File: src/rtl/core_reg_writeback_pkg.sv
// Shared core microarchitecture types for the register writeback slice.
//   word        - architectural data word
//   reg_num     - general-purpose register index
//   NUM_GPREGS  - number of general-purpose registers
//   wb_entry_t  - contents of the writeback output register
package core_reg_writeback_pkg;

    localparam int NUM_GPREGS = 32;
    localparam int WORD_W     = 32;

    typedef logic [WORD_W-1:0]             word;
    typedef logic [$clog2(NUM_GPREGS)-1:0] reg_num;

    // Consecutive lost ALU arbitrations before the ALU is forced through.
    localparam logic [1:0] STARVE_LIMIT = 2'd2;

    typedef struct packed {
        reg_num r;
        word    value;
        logic   discard;
    } wb_entry_t;

endpackage

File: src/rtl/core_reg_writeback_if.sv
// Bundle of the writeback block's handshake and bus signals.
//   alu_*    - ALU result port (valid/ready, rd, value, discard)
//   mem_*    - load result port (valid/ready, rd, value)
//   claim_*  - scoreboard reservation port
//   query_*  - scoreboard busy lookup
//   wr_*     - register-file write / forward port
// master drives results, claims and queries; slave is the writeback block.
interface core_reg_writeback_if;
    import core_reg_writeback_pkg::*;

    logic   alu_valid;
    reg_num alu_rd;
    word    alu_value;
    logic   alu_discard;
    logic   alu_ready;

    logic   mem_valid;
    reg_num mem_rd;
    word    mem_value;
    logic   mem_ready;

    logic   claim_valid;
    reg_num claim_r;
    logic   claim_ready;

    reg_num query_r;
    logic   query_busy;

    reg_num wr_r;
    logic   wr_enable;
    logic   wr_enable_file;
    word    wr_value;
    word    wr_current;

    modport master (
        output alu_valid, alu_rd, alu_value, alu_discard,
        output mem_valid, mem_rd, mem_value,
        output claim_valid, claim_r, query_r,
        input  alu_ready, mem_ready, claim_ready, query_busy,
        input  wr_r, wr_enable, wr_enable_file, wr_value, wr_current
    );

    modport slave (
        input  alu_valid, alu_rd, alu_value, alu_discard,
        input  mem_valid, mem_rd, mem_value,
        input  claim_valid, claim_r, query_r,
        output alu_ready, mem_ready, claim_ready, query_busy,
        output wr_r, wr_enable, wr_enable_file, wr_value, wr_current
    );

endinterface

File: src/rtl/core_reg_writeback_scoreboard.sv
// Pending-write scoreboard: one busy bit per general-purpose register.
//   clk, rst     - clock, async active-high reset
//   claim_*      - issue reserves a destination (set busy)
//   clr_en/clr_r - writeback of a register this cycle (clear busy)
//   query_r/busy - registered busy lookup, no same-cycle bypass
module core_reg_scoreboard
    import core_reg_writeback_pkg::*;
(
    input  logic   clk,
    input  logic   rst,
    input  logic   claim_valid,
    input  reg_num claim_r,
    output logic   claim_ready,
    input  logic   clr_en,
    input  reg_num clr_r,
    input  reg_num query_r,
    output logic   query_busy
);

    logic [NUM_GPREGS-1:0] busy;
    logic [NUM_GPREGS-1:0] busy_nxt;
    logic                  claim_fire;

    // A register being written back this cycle is free again at the edge,
    // so a new reservation of it can be accepted now.
    assign claim_ready = !rst && (!busy[claim_r] || (clr_en && clr_r == claim_r));
    assign claim_fire  = claim_valid && claim_ready;
    assign query_busy  = busy[query_r];

    // Claim is applied after the clear so a same-register collision stays busy.
    always_comb begin
        busy_nxt = busy;
        if (clr_en)
            busy_nxt[clr_r] = 1'b0;
        if (claim_fire)
            busy_nxt[claim_r] = 1'b1;
    end

    always_ff @(posedge clk or posedge rst) begin
        if (rst)
            busy <= '0;
        else
            busy <= busy_nxt;
    end

endmodule

File: src/rtl/core_reg_writeback.sv
// Register writeback: arbitrates ALU and load results onto one register-file
// write port with a one-cycle registered latency, and tracks pending writes.
//   clk - rising-edge clock
//   rst - asynchronous active-high reset
//   bus - core_reg_writeback_if.slave (result ports, claim/query, write port)
module core_reg_writeback
    import core_reg_writeback_pkg::*;
(
    input  logic                 clk,
    input  logic                 rst,
    core_reg_writeback_if.slave  bus
);

    logic      [1:0] starve;
    logic            alu_force;
    logic            alu_gnt;
    logic            mem_gnt;
    logic            wb_vld;
    wb_entry_t       wb_q;

    // Loads win unless the ALU has lost STARVE_LIMIT cycles in a row.
    assign alu_force = (starve == STARVE_LIMIT);
    assign alu_gnt   = !rst && bus.alu_valid && (!bus.mem_valid || alu_force);
    assign mem_gnt   = !rst && bus.mem_valid && !(bus.alu_valid && alu_force);

    assign bus.alu_ready = alu_gnt;
    assign bus.mem_ready = mem_gnt;

    always_ff @(posedge clk or posedge rst) begin
        if (rst)
            starve <= '0;
        else if (!bus.alu_valid || alu_gnt)
            starve <= '0;
        else if (starve != STARVE_LIMIT)
            starve <= starve + 2'd1;
    end

    // Output register; r/value hold when idle, only the valid bit drops.
    always_ff @(posedge clk or posedge rst) begin
        if (rst) begin
            wb_vld <= 1'b0;
            wb_q   <= '0;
        end else begin
            wb_vld <= alu_gnt || mem_gnt;
            if (alu_gnt)
                wb_q <= '{r: bus.alu_rd, value: bus.alu_value, discard: bus.alu_discard};
            else if (mem_gnt)
                wb_q <= '{r: bus.mem_rd, value: bus.mem_value, discard: 1'b0};
        end
    end

    assign bus.wr_r           = wb_q.r;
    assign bus.wr_value       = wb_q.value;
    assign bus.wr_current     = wb_q.value;
    assign bus.wr_enable      = wb_vld;
    assign bus.wr_enable_file = wb_vld && !wb_q.discard;

    // Discards still retire the reservation, hence clear on wr_enable.
    core_reg_scoreboard u_sb (
        .clk         (clk),
        .rst         (rst),
        .claim_valid (bus.claim_valid),
        .claim_r     (bus.claim_r),
        .claim_ready (bus.claim_ready),
        .clr_en      (wb_vld),
        .clr_r       (wb_q.r),
        .query_r     (bus.query_r),
        .query_busy  (bus.query_busy)
    );

endmodule

File: src/flat_wrapper.sv
// flat-port wrapper written by rule: the top's interface ports become plain ports
module core_reg_writeback_flat import core_reg_writeback_pkg::*;
  (clk, rst, bus_alu_valid, bus_alu_rd, bus_alu_value, bus_alu_discard, bus_mem_valid, bus_mem_rd, bus_mem_value, bus_claim_valid, bus_claim_r, bus_query_r, bus_alu_ready, bus_mem_ready, bus_claim_ready, bus_query_busy, bus_wr_r, bus_wr_enable, bus_wr_enable_file, bus_wr_value, bus_wr_current);
  core_reg_writeback_if bus_i ();
  input  logic clk;
  input  logic rst;
  input wire logic [$bits(bus_i.alu_valid)-1:0] bus_alu_valid;
  input wire logic [$bits(bus_i.alu_rd)-1:0] bus_alu_rd;
  input wire logic [$bits(bus_i.alu_value)-1:0] bus_alu_value;
  input wire logic [$bits(bus_i.alu_discard)-1:0] bus_alu_discard;
  input wire logic [$bits(bus_i.mem_valid)-1:0] bus_mem_valid;
  input wire logic [$bits(bus_i.mem_rd)-1:0] bus_mem_rd;
  input wire logic [$bits(bus_i.mem_value)-1:0] bus_mem_value;
  input wire logic [$bits(bus_i.claim_valid)-1:0] bus_claim_valid;
  input wire logic [$bits(bus_i.claim_r)-1:0] bus_claim_r;
  input wire logic [$bits(bus_i.query_r)-1:0] bus_query_r;
  output wire logic [$bits(bus_i.alu_ready)-1:0] bus_alu_ready;
  output wire logic [$bits(bus_i.mem_ready)-1:0] bus_mem_ready;
  output wire logic [$bits(bus_i.claim_ready)-1:0] bus_claim_ready;
  output wire logic [$bits(bus_i.query_busy)-1:0] bus_query_busy;
  output wire logic [$bits(bus_i.wr_r)-1:0] bus_wr_r;
  output wire logic [$bits(bus_i.wr_enable)-1:0] bus_wr_enable;
  output wire logic [$bits(bus_i.wr_enable_file)-1:0] bus_wr_enable_file;
  output wire logic [$bits(bus_i.wr_value)-1:0] bus_wr_value;
  output wire logic [$bits(bus_i.wr_current)-1:0] bus_wr_current;
  assign bus_i.alu_valid = bus_alu_valid;
  assign bus_i.alu_rd = bus_alu_rd;
  assign bus_i.alu_value = bus_alu_value;
  assign bus_i.alu_discard = bus_alu_discard;
  assign bus_i.mem_valid = bus_mem_valid;
  assign bus_i.mem_rd = bus_mem_rd;
  assign bus_i.mem_value = bus_mem_value;
  assign bus_i.claim_valid = bus_claim_valid;
  assign bus_i.claim_r = bus_claim_r;
  assign bus_i.query_r = bus_query_r;
  assign bus_alu_ready = bus_i.alu_ready;
  assign bus_mem_ready = bus_i.mem_ready;
  assign bus_claim_ready = bus_i.claim_ready;
  assign bus_query_busy = bus_i.query_busy;
  assign bus_wr_r = bus_i.wr_r;
  assign bus_wr_enable = bus_i.wr_enable;
  assign bus_wr_enable_file = bus_i.wr_enable_file;
  assign bus_wr_value = bus_i.wr_value;
  assign bus_wr_current = bus_i.wr_current;
  core_reg_writeback u_core (.clk(clk), .rst(rst), .bus(bus_i));
endmodule
File: config.mk
export PLATFORM = sky130hd
export DESIGN_NAME = core_reg_writeback_flat
export DESIGN_NICKNAME = d
export VERILOG_FILES = /design/src/rtl/core_reg_writeback_pkg.sv /design/src/rtl/core_reg_writeback_if.sv /design/src/rtl/core_reg_writeback_scoreboard.sv /design/src/rtl/core_reg_writeback.sv /design/src/flat_wrapper.sv
export SDC_FILE = /design/constraint.sdc
export NUM_CORES = 1
export LEC_CHECK = 0
export ABC_AREA = 1
export BUFFER_PORTS_ARGS = -buffer_cell sky130_fd_sc_hd__buf_2
export CAP_MARGIN = 20
export CORE_ASPECT_RATIO = 0.7
export CORE_MARGIN = 3
export CORE_UTILIZATION = 30
export DETAILED_ROUTE_END_ITERATION = 10
export PLACE_DENSITY = 0.53
export SYNTH_ARGS = -nofsm -noshare
export SYNTH_HDL_FRONTEND = slang
export SYNTH_SLANG_ARGS = --single-unit
File: constraint.sdc
create_clock -name clk -period 4 [get_ports clk]
set_clock_uncertainty 0.05 [all_clocks]
set_input_delay 0.2 -clock clk [delete_from_list [all_inputs] [get_ports clk]]
set_output_delay 0.2 -clock clk [all_outputs]
set_load 0.05 [all_outputs]
======== Yosys cells after proc, flatten, opt, wreduce, memory -nomap -nowiden ========
Cells that the tools add are included.
word-level totals
  input bits .............................. 90
  register bits after elaboration ......... 73
cells by class
  muxes and demuxes ....................... 14
  bitwise logic cells ..................... 3
  add/subtract/negate cells ............... 1
  equality and inequality tests ........... 3
  reductions and logical operators ........ 23
  magnitude comparators ................... 5
operators by type and width
  cell                                                 count
  two-way mux 38 bit                                   2
  two-way mux 32 bit                                   2
  bitwise AND 32 bit                                   1
  inverter 32 bit                                      1
  OR 32 bit                                            1
  < comparator 5 x 6 -> 1 bit, second input constant   3
  logical AND 1 bit                                    11
  binary-select mux 1 bit (select 5 bit)               2
  demux 1 bit (select 5 bit)                           2
  >= comparator 5 x 1 -> 1 bit, second input constant  2
  logical NOT 1 bit                                    6
  equality test 5 bit                                  1
  logical OR 1 bit                                     4
  two-way mux 1 bit                                    4
  two-way mux 2 bit                                    2
  nonzero test 2 bit                                   2
  adder 2 x 1 -> 2 bit, second input constant          1
  equality test 2 bit, second input constant           1
  != test 2 bit, second input constant                 1

======== Logic depth before layout (Yosys ltp) ========
Gate-level depths: netlist of the first run.
  word-level depth ........................ 9
  gate-level depth with buffers ........... 14

======== Cells and area by module ========
A second synthesis of the first run with hierarchy kept.
unflattened totals
  cells, all modules ...................... 789
  area, all modules ....................... 5565.3 um2
by module, submodules not included
  module               area an instance (um2)  instances  cells each
  core_reg_writeback   3196.8                  1          415
  core_reg_scoreboard  2368.5                  1          374

======== Least setup slack after synthesis of the first run ========
Ideal clock, no wire load.
  path kind ............................... register to output
  from .................................... reg u_core.wb_vld (netlist: u_core.bus.wr_enable)
  to ...................................... out bus_claim_ready
  arrival time ............................ 1.900 ns
  required time ........................... 3.750 ns
  path slack .............................. 1.850 ns
  stages on the path, launching flop included .. 5
  cell sequence ........................... dfrtp_1 inv_1 a21oi_1 nand4_1 a21oi_1
between the ends
  cells in the longest elaborated chain, start to end .. 3
ends and longest elaborated chain
  item                    line                                 text
  start, declared         core_reg_writeback.sv:18             logic wb_vld;
  start signal, assigned  core_reg_writeback.sv:44             wb_vld <= alu_gnt || mem_gnt;
  logical AND 1 bit       core_reg_writeback_scoreboard.sv:26  assign claim_ready = !rst && (!busy[claim_r] || (clr_en && clr_r == claim_r));
  logical OR 1 bit        core_reg_writeback_scoreboard.sv:26
  logical AND 1 bit       core_reg_writeback_scoreboard.sv:26
  end, declared           flat_wrapper.sv:19                   output wire logic [$bits(bus_i.claim_ready)-1:0] bus_claim_ready;
Every way passes these cells.

======== Worst setup path in the final report of the first run ========
  from .................................... reg u_core.starve[0]
  to ...................................... out bus_alu_ready
between the ends
  cells in the longest elaborated chain, start to end .. 3
ends and longest elaborated chain
  item                    line                      text
  start, declared         core_reg_writeback.sv:14  logic [1:0] starve;
  start signal, assigned  core_reg_writeback.sv:35  starve <= starve + 2'd1;
  equality test 2 bit     core_reg_writeback.sv:22  assign alu_force = (starve == STARVE_LIMIT);
  logical OR 1 bit        core_reg_writeback.sv:23  assign alu_gnt = !rst && bus.alu_valid && (!bus.mem_valid || alu_force);
  logical AND 1 bit       core_reg_writeback.sv:23
  end, declared           flat_wrapper.sv:17        output wire logic [$bits(bus_i.alu_ready)-1:0] bus_alu_ready;
Every way passes these cells.

==> results of run 1 <==
## kinds of logic (layout without fill, tap and decap cells)
family,count (synthesis),after routing,synth area share [%]
simple gates,312,312,27.9
compound gates,141,141,16.1
buf+inv,133,216,17.7
flops,73,73,37.9
fa+ha+maj,1,1,0.259
xor+xnor,1,1,0.182
## registers in the layout (all words and copies together), names as in the netlist
signal,count
u_core.bus.wr_current,32
u_core.bus.wr_enable,1
u_core.bus.wr_r,5
u_core.starve,2
u_core.u_sb.busy,32
u_core.wb_q,1
## area by class of cell
| class | count | area (µm²) |
|---|---|---|
| clock inverter | 6 | 91.3 |
| sequential | 73 | 1830 |
| multi-input combinational | 455 | 2160 |
| inverter | 29 | 111 |
| fill | 1685 | 10100 |
| tap | 200 | 250 |
| clock buffer | 10 | 229 |
| timing repair buffer | 171 | 873 |
## power breakdown
part,leakage (nW),internal (W),switching [W]
clock,0.145,0.000549,0.000342
combinational,1.68,0.000325,0.000900
sequential,0.861,0.000966,0.000197
## how the worst max path moves through the flow
stage,start,end,cells after the start
final,u_core.starve[0]$_DFFE_PP0P_,bus_alu_ready,6
after global routing,u_core.bus.wr_r[3]$_DFFE_PP0P_,bus_claim_ready,6
after CTS,u_core.starve[0]$_DFFE_PP0P_,bus_alu_ready,6
after detailed placement,bus_alu_valid,u_core.bus.wr_current[13]$_DFFE_PP0P_,9
after global placement,rst,u_core.starve[1]$_DFFE_PP0P_,7
after floorplan,u_core.bus.wr_enable$_DFF_PP0_,bus_claim_ready,4
## through the flow
stage	instances	hold WS [ns]	util (%)	area (µm²)	worst slack (ns)
4_1_cts	944	0.0515	35.4	5540	1.67
3_3_place_gp	928	0.398	33.4	5220	1.82
6_report	944	0.0541	35.4	5540	1.70
3_5_place_dp	928	0.402	33.4	5220	1.80
2_1_floorplan	661	0.283	-	4820	1.85
5_1_grt	944	0.0549	35.4	5540	1.58
## cell usage after synthesis (7+ instances only)
cell type,number
nor2_1,89
nor3_1,9
buf_2,10
inv_1,26
a21oi_1,41
clkbuf_1,9
nand2_1,128
dfrtp_1,73
buf_4,72
o22ai_1,8
o21ai_0,68
nand4_1,32
o21bai_1,8
o221ai_1,8
buf_6,7
nand3_1,49
## routing by layer
metal / track usage (%) / vias to the layer above
li1: - / 2316
met1: 26.1 / 2269
met2: 27.0 / 167
met3: 4.43 / 14
met4: 3.47 / 0
met5: 0 / -
==> run summary, run 1 <==
Routed met2 length: 7.11 mm
I/O pins: 165
main area contributors after synthesis: dfrtp_1, buf_4, nand2_1
routed len/inst: 16.8 µm
DR top layer: met4
area leader, netlist: dfrtp_1
first-iteration detailed-routing DRC count: 370
required time worst endpoint: 3.75 ns
number of library cell types mapped by synthesis: 29
Resized cells post-CTS: 0
Clock transition at path regs: 0.06 ns
overall power: 0.00328 W
critical path's slowest cell: buf_4
r2r setup slk: 1.94 ns
fin. max-slew vios: 0
max_slew headroom: 52.6%
R2R cell count: 8
CP max stage delay: 0.40 ns
die area: 0.0177 mm²
maximum VDD drop: 201 µV
Crit Path Max Fanout: 39
min-delay src: bus_alu_discard
Warnings, synthesis: 0
critical path class: flop to primary output
top-area cell type share of the netlist area: 37.9%
commonest non-fill, non-tap cell in the layout: buf_2
# DRC: 0
cell family with most CP delay: buffers and inverters
core footprint: 0.0156 mm²
via count: 4766
H-tree levels: 3
die span in y: 112 µm
crit path DAT: 2.05 ns
EDFF count, synth: 0
crit path launch type: flop
Total Neg Setup Slack: 0 ns
ANT cells: 0
FF-to-FF Start: u_core.starve[0]$_DFFE_PP0P_
CTS tree: done
hold depth: 2
Worst-Margin Slew: 0.711 ns
clk buf depth: 2
RSZ-0062 raised after global routing: false
Buf+Inv Stages, Crit Path: 4
largest net degree at the start of global routing: 59
register area share after synthesis: 37.9%
Nets: 830
Clock Root Buffer: clkbuf_16
Syn-to-layout area delta: 14.9%
Routed met3 length: 1.05 mm
ratio of cells with drive above 1 in the final layout: 26.3%
DR pass1 iterations: 5
routability cong.: 0.833
CP cell instances: inv_1 > ha_1 > inv_1 > a21oi_4 > buf_4 > buf_2
Synth Area per Inst: 7.30 µm²
DRT met1 WL: 7.50 mm
Max Cap Violations: 0
number of clock sinks: 73
Tcrit/Tclk final: 57.4%
Post-CTS Setup Bufs: 0
vias in the first global route: 4545
commonest cells after routing, fill and taps aside: buf_2, nand2_1, nor2_1
Tmin final: 2.30 ns
Syn Inst Count: 661
Clock Latency Late Sink: 0.33 ns
Finish-stage setup viols: 0
Routed WL: 15.8 mm
CP most frequent cell: inv_1
Via-to-Cell Ratio: 5.05
Die W: 158 µm
Overall Global Routing Usage: 17.9%
first-pass GRT wire length: 25.3 mm
Num CTS Buffers: 9
P per Cell Area: 592 mW/mm²
leakage: 2.69 nW
Buffers on Ports: 164
Final Hold Viols: 0
synthesized cell area: 0.00482 mm²
top_reg_cell synth: dfrtp_1
syn_nets: 752
hold buffers post-CTS: 0
R2R Path End: u_core.bus.wr_current[0]$_DFFE_PP0P_
Hold Path Class: input port to flop
Starting Density: 30.8%
synthesized flop and latch total: 73
fmax: 435 MHz
status: complete, no violations
Hold Path Sink: u_core.wb_q[0]$_DFFE_PP0P_
GR Overflow Total: 0
Post-DRT Antenna Nets: 0
Cell Rows: 38
capturing element type of the critical path: primary output
HPWL Detailed: 11.1 mm
initial antenna violation count: 0
Post-synth ARST share: 100%
Note: power is estimated with default switching activity, not from simulation.
==> run 2: changes to the inputs <==
Settings changed: ABC_AREA 1 to 0, PLACE_DENSITY 0.53 to 0.56.
Clock period 4 ns to 2 ns, I/O delays scaled along.
==> run 2 against run 1 <==
Compared with the run above: the flow now finishes with violations (setup timing); power increased by 100%; synthesized cell count decreased by 33%; critical path depth decreased by 2.
==> run summary, run 2 <==
Tmin final: 2.34 ns
first-iteration detailed-routing DRC count: 263
Filler cells: 1391
clock power share: 30.4%
Via-to-Cell Ratio: 4.83
HPWL Detailed: 9.34 mm
# DRC: 0
synthesized flop and latch total: 73
cell-internal power: 0.00423 W
Warnings, synthesis: 0
die area: 0.0166 mm²
commonest non-fill, non-tap cell in the layout: buf_2
failing checks: setup timing
Crit Path Max Fanout: 3
initial antenna violation count: 0
Post-synth ARST share: 100%
P per Cell Area: 1110 mW/mm²
routability cong.: 0.903
Sw Ratio: 36.8%
Finish-stage setup viols: 2
via count: 3783
ANT cells: 0
core footprint: 0.0143 mm²
capturing element type of the critical path: primary output
Post-DRT Antenna Nets: 0
Synth Area per Inst: 10.2 µm²
status: complete, but fails checks
dpl ws: -0.0336 ns
fin worst setup slack: -0.336 ns
Num CTS Buffers: 9
Buffers on Ports: 164
CTS tree: done
DR pass1 iterations: 4
Hold Path Class: input port to flop
Clock Latency Late Sink: 0.33 ns
Max Cap Violations: 0
GR Overflow Total: 0
leakage: 2.70 nW
Post-synth top cells: dfrtp_1, buf_4, mux2i_1
max_slew headroom: 50.4%
routed len/inst: 16.4 µm
crit path DAT: 2.19 ns
Routed WL: 12.8 mm
Syn-to-layout area delta: 33.2%
vias in the first global route: 3747
top_reg_cell synth: dfrtp_1
overall power: 0.00669 W
net switching power: 0.00246 W
Overall Global Routing Usage: 15.1%
number of clock sinks: 73
H-tree levels: 3
maximum VDD drop: 405 µV
RSZ-0062 raised after global routing: true
main area contributors after synthesis: dfrtp_1, buf_4, mux2i_1
crit path launch type: flop
required time worst endpoint: 1.85 ns
first-pass GRT wire length: 20.2 mm
syn_nets: 533
Tcrit/Tclk final: 117%
ratio of cells with drive above 1 in the final layout: 43.6%
Combinational Power Share: 37.0%
I/O pins: 165
number of library cell types mapped by synthesis: 40
synthesized cell area: 0.00452 mm²
Starting Density: 31.5%
EDFF count, synth: 0
fmax: 428 MHz
fin. max-slew vios: 0
area leader, netlist: dfrtp_1
Clock Root Buffer: clkbuf_16
largest net degree at the start of global routing: 56
Flop pwr share: 32.6%
Clock transition at path regs: 0.06 ns
most frequent cell after synthesis: dfrtp_1
Post-CTS Setup Bufs: 0
register area share after synthesis: 40.4%
Nets: 680
Die W: 153 µm
commonest cells after routing, fill and taps aside: buf_2, dfrtp_1, mux2i_1
Cell Rows: 36
die span in y: 109 µm
top-area cell type share of the netlist area: 40.4%
Final Hold Viols: 0
Worst-Margin Slew: 0.743 ns
critical path class: flop to primary output
Syn Inst Count: 442
clk buf depth: 2
[run 2: cell count changes after synthesis, sizes merged, moves of 32 or more]
cell,change
a21oi,-39
nand4,-33
nand2,-89
nor2,-82
nand3,-44
mux2i,+46
o31ai,+32
[run 2: per-layer routing]
layer	vias up	track usage, %	routed length [µm]
met4	0	4.20	140
met5	-	0	0
met3	15	4.01	988
met2	160	24.1	6100
li1	1807	-	-
met1	1801	20.6	5610
[run 2: cells by family (layout without fill, tap and decap cells)]
group / Yosys count / count (layout) / share of synthesized area (%)
AOI/OAI and AO/OA: 117 / 117 / 16.7
DFF: 73 / 73 / 40.4
xor gates and xnor gates: 5 / 5 / 0.969
adders and majority gates: 1 / 1 / 0.277
muxes: 61 / 61 / 17.3
buffers and inverters: 104 / 256 / 15.5
and+or+nand+nor: 81 / 81 / 8.81
[run 2: path summary, 6_finish.rpt]
check / start / end / slack [ns] / cells after the start
max: u_core.u_sb.busy[19]$_DFF_PP0_ / bus_query_busy / -0.34 / 4
min: bus_alu_value[12] / u_core.bus.wr_current[12]$_DFFE_PP0P_ / 0.008 / 3
max reg2reg: u_core.u_sb.busy[26]$_DFF_PP0_ / u_core.u_sb.busy[0]$_DFF_PP0_ / 0.08 / 6
min reg2reg: u_core.bus.wr_current[14]$_DFFE_PP0P_ / u_core.bus.wr_current[14]$_DFFE_PP0P_ / 0.46 / 2
max in group asynchronous: rst / u_core.bus.wr_enable$_DFF_PP0_ / 0.48 / 5
min in group asynchronous: rst / u_core.bus.wr_current[22]$_DFFE_PP0P_ / 0.38 / 4
[run 2: repair_timing]
action / in CTS / in global routing
gates resized for setup: 8 / 10
hold buffers: 32 / 1
endpoints found under the setup margin: 19 / 16
endpoints found under the hold margin: 39 / 1
pin swaps: 1 / 1
[run 2: area by class of cell]
class | instances | area (µm²) | share of cell area, %
timing repair buffer | 236 | 1510 | 25.0
clock buffer | 11 | 253 | 4.20
multi-input combinational | 265 | 2050 | 34.1
inverter | 4 | 17.5 | 0.291
sequential | 73 | 1830 | 30.4
clock inverter | 5 | 125 | 2.08
tap | 190 | 238 | 3.95
[run 2: power groups by stage]
stage / clock [W] / sequential, W / combinational (W)
after floorplan: 0 / 0.00209 / 0.00204
after global placement: 0 / 0.00217 / 0.00232
after detailed placement: 0 / 0.00219 / 0.00234
after CTS: 0.00209 / 0.00217 / 0.00242
after global routing: 0.00215 / 0.00224 / 0.00264
final: 0.00204 / 0.00218 / 0.00248
[run 2: critical path, cell delays in order, from the launching register on]
cell,delay (ns)
dfrtp_1,0.40
mux4_2,0.52
mux4_2,0.48
mux2_4,0.29
buf_6,0.16
[run 2: through the flow]
step           setup TNS [ns]  utilization (%)  area (µm²)  std cells  hold WS (ns)
3_3_place_gp                0             36.6        5240        735         0.168
2_1_floorplan               0                -        4530        442        0.0712
6_report               -0.482             42.0        6020        784       0.00800
5_1_grt                -0.591             42.0        6020        784        0.0104
4_1_cts                -0.480             41.6        5960        783      0.000276
3_5_place_dp           -0.148             36.6        5240        735         0.174
